`config.mk`:
```
export PLATFORM = sky130hd
export DESIGN_NAME = serial_subtractor_fsm
export DESIGN_NICKNAME = d
export VERILOG_FILES = /design/src/rtl/serial_subtractor_fsm.sv
export SDC_FILE = /design/constraint.sdc
export NUM_CORES = 1
export LEC_CHECK = 0
export CAP_MARGIN = 30
export CORE_ASPECT_RATIO = 1.4
export CORE_MARGIN = 2
export CORE_UTILIZATION = 52
export DETAILED_ROUTE_END_ITERATION = 7
export PLACE_DENSITY = 0.83
export SETUP_SLACK_MARGIN = 0.2
export SYNTH_ARGS = -nofsm -noshare
export SYNTH_HDL_FRONTEND = slang
export SYNTH_SLANG_ARGS = --single-unit
```
`constraint.sdc`:
```
create_clock -name clk -period 1.9 [get_ports clk]
set_input_delay 0.38 -clock clk [delete_from_list [all_inputs] [get_ports clk]]
set_output_delay 0.38 -clock clk [all_outputs]
set_load 0.03 [all_outputs]
```
`src/rtl/serial_subtractor_fsm.sv`:
```
// Bit-serial two's-complement subtractor, d = a - b - bin, LSB first.
// One full-subtractor cell with a registered borrow; start/busy/done handshake.
module serial_subtractor_fsm #(
  parameter int WIDTH = 8
) (
  input  logic             clk,
  input  logic             rst_n,
  input  logic             start,
  input  logic [WIDTH-1:0] a,
  input  logic [WIDTH-1:0] b,
  input  logic             bin,
  output logic             busy,
  output logic             done,
  output logic [WIDTH-1:0] d,
  output logic             bout,
  output logic             ovf,
  output logic             zero
);

  localparam int CW = (WIDTH > 1) ? $clog2(WIDTH) : 1;
  localparam logic [CW-1:0] LAST = CW'(WIDTH - 1);

  typedef enum logic [1:0] {
    S_IDLE,
    S_RUN,
    S_DONE
  } state_t;

  state_t           state_q, state_d;
  logic [WIDTH-1:0] a_q, a_d;
  logic [WIDTH-1:0] b_q, b_d;
  logic [WIDTH-1:0] res_q, res_d;
  logic             br_q, br_d;
  logic [CW-1:0]    cnt_q, cnt_d;
  logic             amsb_q, amsb_d;
  logic             bmsb_q, bmsb_d;
  logic             busy_q, busy_d;
  logic             done_q, done_d;
  logic [WIDTH-1:0] d_q, d_d;
  logic             bout_q, bout_d;
  logic             ovf_q, ovf_d;
  logic             zero_q, zero_d;

  logic             a0, b0;
  logic             dbit;
  logic             br_nxt;
  logic [WIDTH-1:0] res_nxt;
  logic             accept;
  logic             last;

  // Full-subtractor cell on the current LSBs and the shifted result.
  always_comb begin
    a0      = a_q[0];
    b0      = b_q[0];
    dbit    = a0 ^ b0 ^ br_q;
    br_nxt  = (~a0 & b0) | (br_q & ~(a0 ^ b0));
    res_nxt = {dbit, res_q[WIDTH-1:1]};
    accept  = start & (state_q != S_RUN);
    last    = (cnt_q == LAST);
  end

  // Next-state and datapath update; outputs are computed here and registered.
  always_comb begin
    state_d = state_q;
    a_d     = a_q;
    b_d     = b_q;
    res_d   = res_q;
    br_d    = br_q;
    cnt_d   = cnt_q;
    amsb_d  = amsb_q;
    bmsb_d  = bmsb_q;
    busy_d  = 1'b0;
    done_d  = 1'b0;
    d_d     = d_q;
    bout_d  = bout_q;
    ovf_d   = ovf_q;
    zero_d  = zero_q;
    unique case (1'b1)
      (state_q == S_RUN): begin
        a_d   = {1'b0, a_q[WIDTH-1:1]};
        b_d   = {1'b0, b_q[WIDTH-1:1]};
        res_d = res_nxt;
        br_d  = br_nxt;
        if (last) begin
          state_d = S_DONE;
          done_d  = 1'b1;
          d_d     = res_nxt;
          bout_d  = br_nxt;
          ovf_d   = (amsb_q != bmsb_q) & (dbit != amsb_q);
          zero_d  = (res_nxt == '0);
        end else begin
          cnt_d  = cnt_q + 1'b1;
          busy_d = 1'b1;
        end
      end
      accept: begin
        state_d = S_RUN;
        a_d     = a;
        b_d     = b;
        br_d    = bin;
        cnt_d   = '0;
        amsb_d  = a[WIDTH-1];
        bmsb_d  = b[WIDTH-1];
        busy_d  = 1'b1;
      end
      default: begin
        state_d = S_IDLE;
      end
    endcase
  end

  // State and output registers; reset aborts any operation in flight.
  always_ff @(posedge clk or negedge rst_n) begin
    if (!rst_n) begin
      state_q <= S_IDLE;
      a_q     <= '0;
      b_q     <= '0;
      res_q   <= '0;
      br_q    <= 1'b0;
      cnt_q   <= '0;
      amsb_q  <= 1'b0;
      bmsb_q  <= 1'b0;
      busy_q  <= 1'b0;
      done_q  <= 1'b0;
      d_q     <= '0;
      bout_q  <= 1'b0;
      ovf_q   <= 1'b0;
      zero_q  <= 1'b0;
    end else begin
      state_q <= state_d;
      a_q     <= a_d;
      b_q     <= b_d;
      res_q   <= res_d;
      br_q    <= br_d;
      cnt_q   <= cnt_d;
      amsb_q  <= amsb_d;
      bmsb_q  <= bmsb_d;
      busy_q  <= busy_d;
      done_q  <= done_d;
      d_q     <= d_d;
      bout_q  <= bout_d;
      ovf_q   <= ovf_d;
      zero_q  <= zero_d;
    end
  end

  assign busy = busy_q;
  assign done = done_q;
  assign d    = d_q;
  assign bout = bout_q;
  assign ovf  = ovf_q;
  assign zero = zero_q;

endmodule

```
==> summary.md, run 1 <==
| Metric | Value |
|---|---|
| Outcome | complete, no violations |
| Design area | 2360 µm² |
| Total of max-cap violations | 0 |
| Placer Congestion | 0.801 |
| Final slew viol count | 0 |
| Synth Area in Simple Gates | 12.0% |
| Die ar. | 4170 µm² |
| Vias post-DR | 1253 |
| Final Skew | 0.00692 ns |
| Synth Net Count | 185 |
| Period Utilization, post-route | 83.5% |
| Initial core utilization | 53.2% |
| Drt drc | 0 |
| #FFs+latches synth | 44 |
| Reg2reg end | cnt_q[0] |
| Worst r2r path cells | 5 |
| CP Class | reg2reg |
| Largest net degree at the start of global routing | 39 |
| Pleak | 0.00120 µW |
| Post-synthesis cell area | 1900 µm² |
| GRT Util Overall | 20.2% |
| Worst slew margin | 65.4% |
| Worst EP required | 2.08 ns |
| Unrepaired setup endpoints after global routing | no |
| H-tree depth | 2 |
| Vias per Instance | 5.24 |
| Post-synthesis adder-cell area fraction | 2.37% |
| Sum of negative setup slack | 0 ns |
| Mux contribution to synthesized area | 15.3% |
| Yosys warning count | 0 |
| Worst Setup EP | cnt_q[0] |
| Initial antenna violation count | 0 |
| R2R Setup Slk | 0.31 ns |
| Syn-to-layout area delta | 23.9% |
| Cells after Synth | 162 |
| CP max-delay cell | dfrtp_1 |
| WP data arrival | 1.77 ns |
| Largest area contributor in the netlist | dfrtp_1 |
| Final min period | 1.59 ns |
| Clock Latency Late Sink | 0.30 ns |
| Chip height | 75.6 µm |
| Global-route wire length before repair | 5930 µm |
| Bufs on Longest Clock Path | 2 |
| Overflow after GRT | 0 |
| CP Depth | 5 |
| XOR/XNOR Fraction of Synth Area | 0% |
| Critical path launch point | cnt_q[0] |
| Switch share | 36.1% |
| Int Power | 2380 µW |
| Top cell by count, worst path | ha_1 |
| Initial DRC count | 26 |
| Drt first pass iters | 4 |
| Core Area | 3580 µm² |
| Seq/Total Area, Yosys | 57.9% |
| Commonest non-fill, non-tap cell in the layout | dfrtp_1 |
| Detailed Place HPWL | 2530 µm |
| Clk pin slew, worst setup/hold paths | 0.08 ns |
| Worst hold path class | in2async |
| TritonCTS Buffers | 5 |
| Max incr delay on CP | 0.40 ns |
| Setup crit end kind | register |
| Final setup violating endpoints | 0 |
| Routed Antenna Nets | 0 |
| Worst path buffer plus inverter count | 0 |
| F_max | 0.630 GHz |
| FF-to-FF Start | cnt_q[0] |
| Die width | 55.1 µm |
| FP Rows | 26 |
| # diodes | 0 |
| Yosys cell types | 26 |
| Peak VDD IR | 0.00106 V |
| Final nets | 219 |
| Tightest Pin Transition | 0.519 ns |
| Synth top area cells | dfrtp_1 58%, mux2i_1 8.4%, nand2_1 8.1% |
| Overall routed net length | 3580 µm |
| Post-DP Area | 2230 µm² |
| Clock group share of total power | 20.6% |
| Most frequent cells in the layout | 44 x dfrtp_1, 41 x nand2_1, 18 x clkdlybuf4s50_1, 16 x mux2i_1, 12 x o21ai_0 |
| Largest family of logic cells by synthesized area | multiplexers |
| Layout cells sized above 1 | 12.7% |
| IO Pins | 33 |
| CTS tree | built |
| Pwr per Cell Area | 1580 nW/µm² |
| Avg Inst Size Synth | 11.7 µm² |
| Sequential share of power | 42.1% |
| WL/cell | 15.0 µm |
| Setup crit start kind | register |
| Gate power share | 37.3% |
| Sw Pwr | 1340 µW |
| Crit-path leading delay family | adder cells |
| Crit Path Max Fanout | 17 |
| Crit-path cells | ha_1 > ha_1 > nand3b_4 > o21ai_2 > mux2_2 |
| IO buf count | 32 |
| Hold Vio Cnt, Final | 0 |
| Synth Area in Compound Gates | 6.90% |
| Synth top area share | 57.9% |
| Vias in the first global route | 1302 |
| Root buf cell | clkbuf_8 |
| Number of clock sinks | 44 |
[cell families (layout without fill, tap and decap cells)]
kind of cell	after synthesis	in the layout
AND/OR/NAND/NOR	51	51
flip-flops	44	44
multiplexers	27	27
AO/OA/AOI/OAI	23	23
buffers and inverters	14	49
adder cells (fa/ha/maj)	3	3
[flip-flops by register name, summed over array words and instances, names as in the netlist, 2 cells and up]
| register | count |
|---|---|
| a_q | 8 |
| b_q | 8 |
| d | 8 |
| res_q | 7 |
| cnt_q | 3 |
| state_q | 2 |
[worst reg2reg max path, cell delays in order (launching register included)]
cell	delay [ns]
dfrtp_1	0.40
ha_1	0.20
ha_1	0.23
nand3b_4	0.23
o21ai_2	0.13
mux2_2	0.28
[final cells by class]
class	count	area, µm²
tap	42	52.6
fill	277	1220
clock buffer	7	96.3
inverter	6	22.5
timing repair buffer	35	358
multi-input combinational	104	698
clock inverter	1	30.0
sequential	44	1100
[through the flow]
stage	setup WS, ns	instances	hold WS [ns]	util [%]	power (µW)
4_1_cts	0.201	239	0.0583	65.6	3760
5_1_grt	0.217	239	0.0841	65.9	3990
3_5_place_dp	0.271	231	0.384	62.4	3050
2_1_floorplan	0.450	162	0.0844	-	2590
3_3_place_gp	0.326	231	0.366	62.4	2940
6_report	0.313	239	0.0477	65.9	3720
[cell usage after synthesis]
library cell  number
nor2_1             3
ha_1               2
o21ai_2            1
buf_4              1
o21ai_1            5
nor2b_1            1
fa_1               1
nor4_1             2
buf_8              1
mux2_2             7
nand2b_1           1
nor3b_1            1
a21oi_1            2
and2b_4            1
inv_1              6
buf_6              5
nand2_1           41
dfrtp_1           44
a22o_1             2
mux2_4             2
o21ai_0           12
mux2i_1           16
nand3b_4           1
o211a_1            1
buf_2              1
mux2_1             2
[metal layers]
metal	vias to the layer above	track usage [%]	wire (µm)
li1	607	-	-
met1	606	26.9	1530
met2	34	32.0	1780
met3	6	5.49	226
met4	0	6.50	48
met5	-	0	0
[power groups by stage]
stage          sequential [µW]  combinational [µW]  clock [µW]
3_5_place_dp              1590                1460           0
4_1_cts                   1570                1400         788
2_1_floorplan             1740                 849           0
6_report                  1570                1390         769
5_1_grt                   1610                1550         828
3_3_place_gp              1560                1380           0
[repair_timing]
item	CTS	global route
setup endpoints to repair	10	4
hold buffers	0	0
resized for setup	10	4
setup buffers	0	0
[worst min-delay path by stage]
stage,end,slack [ns],cells after the start
2_1_floorplan,a_q[0],0.08,0
3_3_place_gp,busy,0.37,1
6_report,busy,0.05,1
4_1_cts,busy,0.06,1
5_1_grt,cnt_q[1],0.08,1
3_5_place_dp,busy,0.38,1
Power figures use the tool's default switching activity.
==> inputs of run 2 (changes only) <==
--- a/config.mk
+++ b/config.mk
@@ -8,9 +8,9 @@
 export CAP_MARGIN = 30
 export CORE_ASPECT_RATIO = 1.4
 export CORE_MARGIN = 2
-export CORE_UTILIZATION = 52
+export CORE_UTILIZATION = 47
 export DETAILED_ROUTE_END_ITERATION = 7
-export PLACE_DENSITY = 0.83
+export PLACE_DENSITY = 0.79
 export SETUP_SLACK_MARGIN = 0.2
 export SYNTH_ARGS = -nofsm -noshare
 export SYNTH_HDL_FRONTEND = slang
==> constraint.sdc (replaced) <==
create_clock -name clk -period 1.36 [get_ports clk]
set_input_delay 0.272 -clock clk [delete_from_list [all_inputs] [get_ports clk]]
set_output_delay 0.272 -clock clk [all_outputs]
set_load 0.03 [all_outputs]
==> run 2 against run 1 <==
  * The run now ends with negative setup slack left
  * Fmax up 11%
  * Register-to-register slack got worse by 0.38 ns
  * Core utilization increased by 8.3 points
  * Setup slack worse by 0.38 ns
  * Die area up 10%
  * Via count rose by 13%
  * Global-route usage fell by 1.8 points
  * Power is 81% higher
  * Combinational power increased by 150%
  * Final cell count grew 13%
  * Highest routed layer unchanged
==> summary.md, run 2 (synthesized netlist as in run 1, its figures left out) <==
| Metric | Value |
|---|---|
| Outcome | complete, but fails checks |
| Bufs on Longest Clock Path | 2 |
| Vias in the first global route | 1391 |
| Largest net degree at the start of global routing | 45 |
| Final nets | 249 |
| Layout cells sized above 1 | 47.1% |
| Worst hold path class | in2async |
| Fillers | 241 |
| Final Skew | 0.00715 ns |
| Vias per Instance | 5.25 |
| Total of max-cap violations | 0 |
| Gate power share | 50.8% |
| CP max-delay cell | fa_2 |
| IO Pins | 33 |
| H-tree depth | 2 |
| Cell Count, Final, Fillers Out | 270 |
| Drt first pass iters | 4 |
| Crit Path Max Fanout | 5 |
| Cells after DPL | 241 |
| CTS tree | built |
| Die ar. | 4580 µm² |
| FP Rows | 27 |
| Crit-path cells | fa_2 > nor2b_1 > a21oi_1 > o21ai_1 |
| Int Power | 4190 µW |
| Sw Pwr | 2540 µW |
| Initial antenna violation count | 0 |
| Placer Congestion | 0.710 |
| Final min period | 1.43 ns |
| Period Utilization, post-route | 105% |
| Worst slew margin | 79.3% |
| GRT Util Overall | 18.4% |
| Switch share | 37.7% |
| Pleak | 0.00145 µW |
| Setup crit end kind | register |
| FF+latch area | 1100 µm² |
| Number of clock sinks | 44 |
| Clk pin slew, worst setup/hold paths | 0.09 ns |
| Sequential share of power | 34.2% |
| Root buf cell | clkbuf_8 |
| Overflow after GRT | 0 |
| Failing checks | negative setup slack |
| Die width | 57.8 µm |
| Global-route wire length before repair | 6280 µm |
| Most frequent cells in the layout | 43 x dfrtp_1, 25 x nand2_1, 20 x buf_4, 17 x clkdlybuf4s50_1, 16 x mux2i_1 |
| Clock Latency Late Sink | 0.31 ns |
| Initial core utilization | 48.6% |
| IO buf count | 32 |
| # diodes | 0 |
| Chip height | 79.3 µm |
| Multi-input logic area | 938 µm² |
| Peak VDD IR | 0.00215 V |
| Initial DRC count | 27 |
| F_max | 0.699 GHz |
| TritonCTS Buffers | 5 |
| Core Area | 3920 µm² |
| Syn-to-layout area delta | 52.9% |
| Detailed Place HPWL | 2560 µm |
| Max incr delay on CP | 0.61 ns |
| Overall routed net length | 4610 µm |
| Worst EP required | 1.60 ns |
| Final core occ | 74.2% |
| WP data arrival | 1.67 ns |
| Commonest non-fill, non-tap cell in the layout | dfrtp_1 |
| Final setup violating endpoints | 9 |
| Final slew viol count | 0 |
| Clock group share of total power | 15.0% |
| Setup crit start kind | register |
| Pwr per Cell Area | 2310 nW/µm² |
| Vias post-DR | 1417 |
| Routed Antenna Nets | 0 |
| Unrepaired setup endpoints after global routing | yes |
| CP Class | reg2reg |
| Min setup slack post-route | -0.0701 ns |
| WL/cell | 17.1 µm |
| Hold Vio Cnt, Final | 0 |
| Tightest Pin Transition | 0.302 ns |
| Drt drc | 0 |
## run 2: cell types whose count changed in the layout (fill, tap and decap cells not counted), moves of 6 or more
cell           change
buf_4             +19
nand2_1           -16
o21ai_0           -11
buf_6             +10
dlygate4sd2_1     -10
nand2_4           +10
mux2_4             +8
o21ai_2            +8
mux2_2             -7
nand2_2            +6
## run 2: power by group through the flow
stage	Clock (µW)	Combinational (µW)	Sequential, µW
after detailed placement	0	2210	2230
after floorplan	0	1210	2440
final	1010	3420	2300
after CTS	1010	2310	2230
after global routing	1080	3640	2360
after global placement	0	2090	2180
## run 2: stage by stage
step / hold slack [ns] / power, µW / area (µm²) / setup TNS, ns / setup slack [ns]
2_1_floorplan: -0.0236 / 3650 / 1920 / -0.0374 / -0.0187
3_3_place_gp: 0.259 / 4260 / 2320 / -0.685 / -0.103
3_5_place_dp: 0.263 / 4440 / 2320 / -1.51 / -0.124
4_1_cts: 0.469 / 5540 / 2470 / -0.280 / -0.0752
5_1_grt: 0.476 / 7080 / 2910 / -0.741 / -0.130
6_report: 0.463 / 6730 / 2910 / -0.235 / -0.0701
## run 2: area by class of cell
cell class	instances	area share (%)
multi-input combinational	105	32.3
sequential	44	37.9
timing repair buffer	64	23.4
inverter	6	0.774
clock buffer	5	2.37
tap	43	1.85
clock inverter	3	1.46
## run 2: repair_timing
item / CTS / global route
endpoints found under the setup margin: 42 / 43
hold buffers: 1 / 0
endpoints found under the hold margin: 44 / 0
gates resized for setup: 86 / 83
buffers inserted: 3 / 12
gates cloned: 1 / 4
pin swaps: 5 / 24
## run 2: metal layers
layer | track usage [%] | share of wire (%) | vias to the layer above
li1 | - | - | 672
met1 | 19.7 | 39 | 709
met4 | 8.14 | 2.3 | 0
met5 | 0 | 0 | -
met2 | 32.5 | 55 | 26
met3 | 5.54 | 3.8 | 10
## run 2: worst max-delay path: cells and delay by family (launching register included)
family                     cells  cell delay (ns)
adders and majority gates      1             0.61
DFF                            1             0.41
AOI/OAI and AO/OA              2             0.18
and+or+nand+nor                1             0.16
## run 2: path summary, 6_finish.rpt
path                            startpoint          to  slack, ns  cells after the start
worst min register to register        bout        bout       0.48                      2
min in group clk                      bout        bout       0.48                      2
worst max register to register      a_q[0]         ovf      -0.07                      4
max in group asynchronous            rst_n  state_q[0]       0.69                      3
worst min-delay path                 rst_n    res_q[2]       0.46                      3
worst max-delay path                a_q[0]         ovf      -0.07                      4
==> inputs of run 3 (changes only) <==
--- a/config.mk
+++ b/config.mk
@@ -8,9 +8,10 @@
 export CAP_MARGIN = 30
 export CORE_ASPECT_RATIO = 1.4
 export CORE_MARGIN = 2
-export CORE_UTILIZATION = 47
+export CORE_UTILIZATION = 55
 export DETAILED_ROUTE_END_ITERATION = 7
-export PLACE_DENSITY = 0.79
+export DONT_BUFFER_PORTS = 1
+export PLACE_DENSITY = 0.77
 export SETUP_SLACK_MARGIN = 0.2
 export SYNTH_ARGS = -nofsm -noshare
 export SYNTH_HDL_FRONTEND = slang
==> run 3 against run 2 <==
  * The flow finishes with violations (negative hold slack, negative setup slack)
  * Core utilization rose by 2.2 points
  * Worst hold slack worse by 0.80 ns
  * Clock-buffer cell count is 1 higher
  * Critical path type unchanged
  * Largest cell class unchanged
==> summary.md, run 3 (synthesized netlist as in run 1, its figures left out) <==
| Metric | Value |
|---|---|
| Outcome | complete, but fails checks |
| Failing checks | negative hold slack, negative setup slack |
| F_max | 0.677 GHz |
| Worst slew margin | 76.8% |
| Int Power | 4020 µW |
| Most frequent cells in the layout | 43 x dfrtp_1, 18 x nand2_1, 16 x mux2i_1, 15 x nand2_2, 11 x buf_4 |
| Vias in the first global route | 1278 |
| Pleak | 0.00126 µW |
| Initial core utilization | 56.9% |
| Cells after DPL | 203 |
| Overall routed net length | 4180 µm |
| Final total power | 6420 µW |
| Layout cells sized above 1 | 49.2% |
| Number of clock sinks | 44 |
| Clock Latency Late Sink | 0.29 ns |
| Die width | 53.7 µm |
| IO buf count | 0 |
| Final setup violating endpoints | 11 |
| Global-route wire length before repair | 5690 µm |
| Setup crit start kind | register |
| FP Rows | 25 |
| CTS tree | built |
| Cell Count, Final, Fillers Out | 229 |
| Root buf cell | clkbuf_8 |
| Routed Antenna Nets | 0 |
| Sw Pwr | 2390 µW |
| Clock group share of total power | 15.1% |
| Syn-to-layout area delta | 34.4% |
| Vias post-DR | 1274 |
| Detailed Place HPWL | 2290 µm |
| Min setup slack post-route | -0.116 ns |
| Initial antenna violation count | 0 |
| Initial DRC count | 22 |
| Die ar. | 3950 µm² |
| Vias per Instance | 5.56 |
| Core Area | 3350 µm² |
| CP Class | reg2reg |
| Commonest non-fill, non-tap cell in the layout | dfrtp_1 |
| Worst EP required | 1.57 ns |
| Chip height | 73.6 µm |
| H-tree depth | 2 |
| Pre-CTS setup slack | -0.155 ns |
| Hold slack | -0.339 ns |
| Crit-path cells | inv_2 > fa_2 > nor2b_4 > a21oi_1 > o21ai_1 |
| Drt first pass iters | 4 |
| Final slew viol count | 0 |
| Drt drc | 0 |
| GRT Util Overall | 20.2% |
| WP data arrival | 1.69 ns |
| Sum of negative setup slack | -0.275 ns |
| Final nets | 211 |
| Bufs on Longest Clock Path | 2 |
| Gate power share | 43.8% |
| Period Utilization, post-route | 109% |
| Sequential share of power | 41.0% |
| Setup crit end kind | register |
| Largest net degree at the start of global routing | 45 |
| Tightest Pin Transition | 0.347 ns |
| Final min period | 1.48 ns |
| TritonCTS Buffers | 5 |
| Pwr per Cell Area | 2510 nW/µm² |
| IO Pins | 33 |
| # diodes | 0 |
| Placer Congestion | 0.754 |
| Max incr delay on CP | 0.63 ns |
| Unrepaired setup endpoints after global routing | yes |
| Crit Path Max Fanout | 5 |
| Overflow after GRT | 0 |
| Final Skew | 0.0103 ns |
| WL/cell | 18.3 µm |
| CP max-delay cell | fa_2 |
| Clk pin slew, worst setup/hold paths | 0.08 ns |
| Switch share | 37.3% |
| Hold Vio Cnt, Final | 44 |
| Total of max-cap violations | 0 |
| Peak VDD IR | 0.00173 V |
| Worst hold path class | in2async |
run 3: final cells by class:
cell class	count	area [µm²]
flip-flops and latches	44	1100
clock inverters	2	35.0
clock buffers	6	72.6
inverters	6	22.5
fillers	195	790
well taps	40	50.0
multi-input cells	105	940
repair buffers	26	335
run 3: metrics by stage:
| step | util [%] | cell area, µm² | hold slack [ns] |
|---|---|---|---|
| after global placement | 58.8 | 1970 | -0.0227 |
| after floorplan | - | 1920 | -0.0236 |
| after global routing | 76.4 | 2560 | -0.370 |
| final | 76.4 | 2560 | -0.339 |
| after CTS | 64.9 | 2170 | -0.343 |
| after detailed placement | 58.8 | 1970 | -0.0225 |
run 3: path summary, 6_finish.rpt:
check / from / endpoint / slack, ns / cells after the start
worst max-delay path: b_q[0] / ovf / -0.12 / 5
worst min-delay path: rst_n / b_q[7] / -0.34 / 0
worst max register to register: b_q[0] / ovf / -0.12 / 5
worst min register to register: a_q[6] / a_q[5] / 0.51 / 2
max in group asynchronous: rst_n / amsb_q / 1.60 / 0
min in group clk: a[7] / amsb_q / 0.11 / 1
run 3: power by group through the flow:
stage,clock (µW),sequential (µW),combinational [µW]
floorplan,0,2440,1210
global placement,0,2520,1390
detailed placement,0,2550,1510
CTS,978,2550,1760
global route,1070,2700,3020
finish,971,2630,2810
run 3: per-layer routing:
metal | routed length [µm] | global-route usage, % | up-vias
li1 | - | - | 592
met1 | 1630 | 20.6 | 648
met2 | 2340 | 36.0 | 28
met3 | 144 | 6.10 | 6
met4 | 59 | 9.40 | 0
met5 | 0 | 0 | -
run 3: what timing repair did:
item	in CTS	in global routing
pin swaps	6	31
gates cloned	1	7
hold endpoints to repair	44	44
endpoints found under the setup margin	18	41
gates resized for setup	22	63
buffers inserted	4	6
run 3: worst max-delay path, delay by kind of cell (launching register included):
kind / cells / cell delay (ns)
compound gates: 2 / 0.18
flops: 1 / 0.37
simple gates: 1 / 0.16
buf+inv: 1 / 0.05
fa+ha+maj: 1 / 0.63
